<file path="src/rtl/nibble_fetcher.sv">
// Nibble-serial instruction fetcher: assembles 1..MAX_WORDS two-nibble words from the ROM bus,
// with wait states, abort, length-error reporting and back-to-back fetch on acknowledge.
module nibble_fetcher #(
    parameter int unsigned ADDR_W    = 12,
    parameter int unsigned NIB_W     = 4,
    parameter int unsigned MAX_WORDS = 2,
    parameter int unsigned LEN_W     = $clog2(MAX_WORDS + 1)
) (
    input  logic                           clk,
    input  logic                           reset,
    input  logic [ADDR_W-1:0]              pc_in,
    input  logic [LEN_W-1:0]               inst_len,
    input  logic                           fetch_start,
    input  logic                           fetch_done_ack,
    input  logic                           abort,
    input  logic                           rom_valid,
    input  logic [NIB_W-1:0]               inst_data_in,
    output logic                           rom_select,
    output logic [ADDR_W-1:0]              pc_out,
    output logic                           busy,
    output logic                           fetch_done,
    output logic                           len_err,
    output logic [2*MAX_WORDS*NIB_W-1:0]   inst_out
);

    localparam int unsigned NIBS   = 2 * MAX_WORDS;
    localparam int unsigned INST_W = NIBS * NIB_W;
    localparam int unsigned CNT_W  = $clog2(NIBS);

    typedef enum logic [1:0] {StIdle, StFetch, StDone} state_e;

    state_e              state_q, state_d;
    logic [ADDR_W-1:0]   pc_q, pc_d;
    logic [CNT_W-1:0]    cnt_q, cnt_d;
    logic [CNT_W-1:0]    last_q, last_d;
    logic [INST_W-1:0]   inst_q, inst_d;
    logic                len_err_q, len_err_d;

    logic                len_ok;
    logic [LEN_W:0]      nib_total;
    logic [CNT_W-1:0]    last_start;

    assign len_ok     = (inst_len != '0) && (inst_len <= LEN_W'(MAX_WORDS));
    assign nib_total  = {inst_len, 1'b0};
    // Index of the final nibble slot; only meaningful when len_ok.
    assign last_start = CNT_W'(nib_total - (LEN_W + 1)'(1));

    always_comb begin
        state_d   = state_q;
        pc_d      = pc_q;
        cnt_d     = cnt_q;
        last_d    = last_q;
        inst_d    = inst_q;
        len_err_d = 1'b0;

        unique case (state_q)
            StIdle: begin
                if (fetch_start) begin
                    if (len_ok) begin
                        state_d = StFetch;
                        pc_d    = pc_in;
                        cnt_d   = '0;
                        last_d  = last_start;
                        inst_d  = '0;
                    end else begin
                        len_err_d = 1'b1;
                    end
                end
            end
            StFetch: begin
                if (abort) begin
                    state_d = StIdle;
                    cnt_d   = '0;
                    inst_d  = '0;
                end else if (rom_valid) begin
                    for (int i = 0; i < NIBS; i++) begin
                        if (cnt_q == CNT_W'(i)) begin
                            inst_d[INST_W-1-i*NIB_W -: NIB_W] = inst_data_in;
                        end
                    end
                    pc_d  = pc_q + ADDR_W'(1);
                    cnt_d = cnt_q + CNT_W'(1);
                    if (cnt_q == last_q) begin
                        state_d = StDone;
                    end
                end
            end
            StDone: begin
                if (fetch_done_ack) begin
                    state_d = StIdle;
                    // Ack together with a legal start chains straight into the next fetch.
                    if (fetch_start) begin
                        if (len_ok) begin
                            state_d = StFetch;
                            pc_d    = pc_in;
                            cnt_d   = '0;
                            last_d  = last_start;
                            inst_d  = '0;
                        end else begin
                            len_err_d = 1'b1;
                        end
                    end
                end
            end
            default: state_d = StIdle;
        endcase
    end

    always_ff @(posedge clk) begin
        if (!reset) begin
            state_q   <= StIdle;
            pc_q      <= '0;
            cnt_q     <= '0;
            last_q    <= '0;
            inst_q    <= '0;
            len_err_q <= 1'b0;
        end else begin
            state_q   <= state_d;
            pc_q      <= pc_d;
            cnt_q     <= cnt_d;
            last_q    <= last_d;
            inst_q    <= inst_d;
            len_err_q <= len_err_d;
        end
    end

    assign rom_select = (state_q == StFetch);
    assign busy       = (state_q != StIdle);
    assign fetch_done = (state_q == StDone);
    assign pc_out     = pc_q;
    assign len_err    = len_err_q;
    assign inst_out   = inst_q;

endmodule

</file>
<file path="config.mk">
export PLATFORM = sky130hd
export DESIGN_NAME = nibble_fetcher
export DESIGN_NICKNAME = d
export VERILOG_FILES = /design/src/rtl/nibble_fetcher.sv
export SDC_FILE = /design/constraint.sdc
export NUM_CORES = 1
export LEC_CHECK = 0
export ABC_CLOCK_PERIOD_IN_PS = 1550
export BUFFER_PORTS_ARGS = -buffer_cell sky130_fd_sc_hd__buf_2
export CORE_MARGIN = 5
export CORE_UTILIZATION = 33
export CTS_BUF_LIST = sky130_fd_sc_hd__clkbuf_8
export DETAILED_ROUTE_END_ITERATION = 10
export PLACE_DENSITY = 0.59
export SLEW_MARGIN = 30
export SYNTH_ARGS = -nofsm -noshare
export SYNTH_HDL_FRONTEND = slang
export SYNTH_SLANG_ARGS = --single-unit
</file>
<file path="constraint.sdc">
create_clock -name clk -period 1.55 [get_ports clk]
set_clock_uncertainty 0.1 [all_clocks]
set_input_delay 0.31 -clock clk [delete_from_list [all_inputs] [get_ports clk]]
set_output_delay 0.31 -clock clk [all_outputs]
set_load 0.005 [all_outputs]
</file>
==> results.md <==
- The startpoint identified for the worst register-to-register timing path is state_q[0].
- Setup repair after global routing could not meet its margin everywhere.
- The tightest slew margin relative to the limit is 0.815.
- The path class of the lowest-slack min-delay path is in -> reg.
- For this block, the via count after detailed routing is 2114.
- Summed over all nets, the half-perimeter wirelength after detailed placement is 3920 um.
- The count of inserted antenna diode cells is 0.
- The basic-gate share of the synthesized area counting and, or, nand and nor cells is 0.232.
- The number of max-cap violations is 0.
- At the end of the flow, the number of nets in the layout was roughly 340.
- The worst setup path is launched from a register.
- The number of buffers created by CTS is 5.
- Of the post-synthesis cell area, the dominant cell type holds 0.362.
- The final max-slew violation count came to 0.
- The static leakage is between 1 and 1.5 nW.
- The final reports fail on negative setup slack.
- The total power after layout is ~2.6 mW.
- The master cell of the clock root buffer is sky130_fd_sc_hd__clkbuf_8.
- Of the total synthesized cell area, the portion taken by full adders, half adders and majority gates is 0.0323.
- After clock tree synthesis, the clock-pin slew on the worst setup and hold paths is approximately 0.070 ns.
- During placement, the flow inserted port buffers numbering 55.
- The sequential element share of the synthesized area is 0.362.
- The number of global-route vias before repair is about 1900.
- The worst hold path terminates at inst_out[6].
- Hold is met by between 0.2 and 0.25 ns.
- The placeable core region is 5610 um^2.
- The CTS sink count is 35.
- By area, the combinational part of the netlist is dominated by compound AO/OA/AOI/OAI gates.
- Power spread over the standard cell area amounts to 870 nW/um^2.
- By instance count, the leading cell after synthesis is sky130_fd_sc_hd__dfxtp_1.
- The number of cells on the worst reg-to-reg path is 6.
- The critical path in this run is classified as reg -> reg.
- The number of failing hold endpoints at the final stage is 0.
- The worst hold path passes through 3 cells.
- Based on the critical path, the design can be clocked at up to ~0.59 GHz.
- For this run, the leading register cell type out of synthesis is sky130_fd_sc_hd__dfxtp_1.
- The final worst-path cycle share is 1.10.
- The synthesized-area fraction occupied by ao, oa, aoi and oai cells is 0.298.
- The required time at the endpoint of the critical path is 1.64 ns.
- In the final routed layout, each cell accounts on average for between 15 and 20 um.
- The capturing point of the worst reg2reg path is pc_out[1].
- The number of antenna violations at the first check in global routing is 0.
- By count the netlist is led by sky130_fd_sc_hd__dfxtp_1 (35), sky130_fd_sc_hd__a21oi_1 (30), sky130_fd_sc_hd__nand2_1 (25).
- The worst reg-to-reg setup slack is -0.15 ns.
- In this run the mean area of a mapped cell was roughly 8 um^2.
- The later pin in the worst-skew pair is clocked with a latency of just under 0.3 ns.
- Once layout is done, the placed cells without fillers occupy slightly below 3000 um^2.
- Routability-driven placement finished with a final weighted congestion of 0.781.
- The time the worst path needs with I/O delays and setup is around 1.7 ns.
- At the worst endpoint, the arrival time is approximately 1.8 ns.
- From synthesis to final layout, the design area changed by 51.7%.
- The number of ports placed on the die boundary is 56.
- After synthesis, the share of cell area in mux cells is 0.
- The run finished, with violations left.
- Setup violations remaining at the end of the flow were counted as 31.
- The sum of overflow across all layers after global routing is 0.
- The post-layout worst setup margin is -0.148 ns.
- The floorplan step defined a die boundary enclosing 7490 um^2.
- The fraction of final layout cells with drive strength greater than 1 is 0.478.
- By area the synthesized netlist is led by sky130_fd_sc_hd__dfxtp_1 (36%), sky130_fd_sc_hd__a21oi_1 (7.8%), sky130_fd_sc_hd__nand4_1 (5.8%), sky130_fd_sc_hd__o32ai_2 (5.0%), sky130_fd_sc_hd__o21ai_1 (4.9%).
- The cell area after placement is 2500 um^2.
- The cell count after synthesis came out at 236.
- During synthesis, Yosys emitted a total of 0 warnings.
- The global-route wire length before repair is about 8900 um.
- In the routed design, unresolved DRC markers number 0.
- The initial core utilization is 0.345.
- STA classifies the critical path endpoint as a register.
- Entering global routing, the biggest net connects 32 pins.
- The share of async-settable or async-resettable flops after synthesis is 0.
- Across every metal layer, demand over resource in global routing totals 0.149.
- In this run the deepest clock path goes through 2 buffers.
- The source of the worst hold timing path is inst_data_in[2].
- From left edge to right edge, the die measures 86.6 um.
- Synthesis inferred 35 register bits.
- In the routed layout, each cell is associated on average with a via count of between 5 and 6.
- The count of flip-flops with a built-in enable after synthesis is 0.
- The area share of xor/xnor cells in the synthesized design is 0.0136.
- The level count of the clock H-tree is 2.
- The end-of-flow core utilization is 0.523.
- The number of buffers inserted by hold repair at cts is 0.
- The count of cell types in the netlist is 37.
- The detailed router finished its first iteration with 100 violations.
- After routing, the total negative slack on setup checks comes to -3.06 ns.
- In this run the worst path has a maximum fanout of 8.
- The net count after synthesis is approximately 270.
- The synthesized netlist occupies a cell area of between 1500 and 2000 um^2.
- At the pin with the least slew margin, the transition time is about 0.28 ns.
- The number of fillers in the final layout is roughly 560.
- The number of rows created at floorplan is 27.
- The leading area contributor after synthesis is sky130_fd_sc_hd__dfxtp_1.
- The iteration count of the initial detailed-routing pass is 5.
- The final routed wirelength across all metal layers is 5890 um.
- The detail route stage leaves a number of antenna-violating nets equal to 0.
- The floorplan step set the die height to slightly below 90 um.
- The worst voltage drop across the vdd grid is between 0.3 and 0.4 mV.
- The clock tree from TritonCTS is yes.
==> placed cells by master, fill, tap and decap left out, drive strengths merged, types with 5 or more instances in the layout <==
master  Yosys  final
buf         9     91
dfxtp      35     35
a21oi      31     31
nand2      25     25
o21ai      19     19
nand4      18     18
nor2       11     11
o32ai       8      8
inv         7      7
clkbuf     12      7
nor3        7      7
a211oi      6      6
nand3       5      5
ha          5      5
==> layer usage <==
layer | wire length (um) | up-vias | GRT usage
met1 | 2720 | 997 | 0.195
met5 | 0 | - | 0
met4 | 123 | 0 | 0.0595
li1 | - | 1037 | -
met2 | 2760 | 67 | 0.236
met3 | 285 | 13 | 0.0342
==> power by group <==
group / switching [mW] / internal, mW
clock network: 0.342 / 0.636
registers: 0.0305 / 0.938
logic: 0.321 / 0.285
total: 0.693 / 1.86
==> kinds of logic after synthesis <==
kind of cell	Yosys count
xor+xnor	3
buf+inv	28
flops	35
fa+ha+maj	5
compound gates	80
simple gates	85
==> through the flow <==
stage	cells	setup WS (ns)
4_1_cts	384	-0.105
6_report	388	-0.148
3_5_place_dp	375	-0.188
3_3_place_gp	375	-0.129
2_1_floorplan	236	-0.0310
5_1_grt	388	-0.191
==> cell type report <==
cell class / count / area [um^2] / share of cell area
clock buffers: 5 / 68.8 / 0.0234
multi-input cells: 173 / 1320 / 0.448
flip-flops and latches: 35 / 708 / 0.241
repair buffers: 93 / 657 / 0.224
clock inverters: 3 / 63.8 / 0.0217
well taps: 72 / 90.1 / 0.0307
inverters: 7 / 31.3 / 0.0107
==> worst max-delay path, cell delays in order (launching register included) <==
cell and delay (ns):
sky130_fd_sc_hd__dfxtp_4 0.37, sky130_fd_sc_hd__nand2b_4 0.15, sky130_fd_sc_hd__a221o_2 0.45, sky130_fd_sc_hd__buf_12 0.16, sky130_fd_sc_hd__clkbuf_16 0.16, sky130_fd_sc_hd__o21ai_4 0.13
sky130_fd_sc_hd__a21oi_2 0.06
==> sequential cells by signal, summed over array words and instances, names as in the netlist <==
name,count
inst_out,16
pc_out,12
cnt_q,2
last_q,2
state_q,2
len_err,1
==> worst max-delay path by stage <==
| stage | end | from | slack [ns] | cells after the start |
|---|---|---|---|---|
| detailed placement | pc_out[7] | inst_len[0] | -0.19 | 6 |
| CTS | pc_out[1] | state_q[0] | -0.10 | 5 |
| finish | pc_out[1] | state_q[0] | -0.15 | 6 |
| global placement | pc_out[4] | inst_len[0] | -0.13 | 6 |
| global route | inst_out[14] | state_q[0] | -0.19 | 6 |
| floorplan | pc_out[3] | state_q[0] | -0.03 | 5 |
==> timing repair <==
action,CTS,global route
cloned,0,3
endpoints found under the setup margin,16,33
setup buffers,1,1
pin swaps,0,30
resized for setup,9,42
No activity file was read; power rests on OpenSTA's default activity.
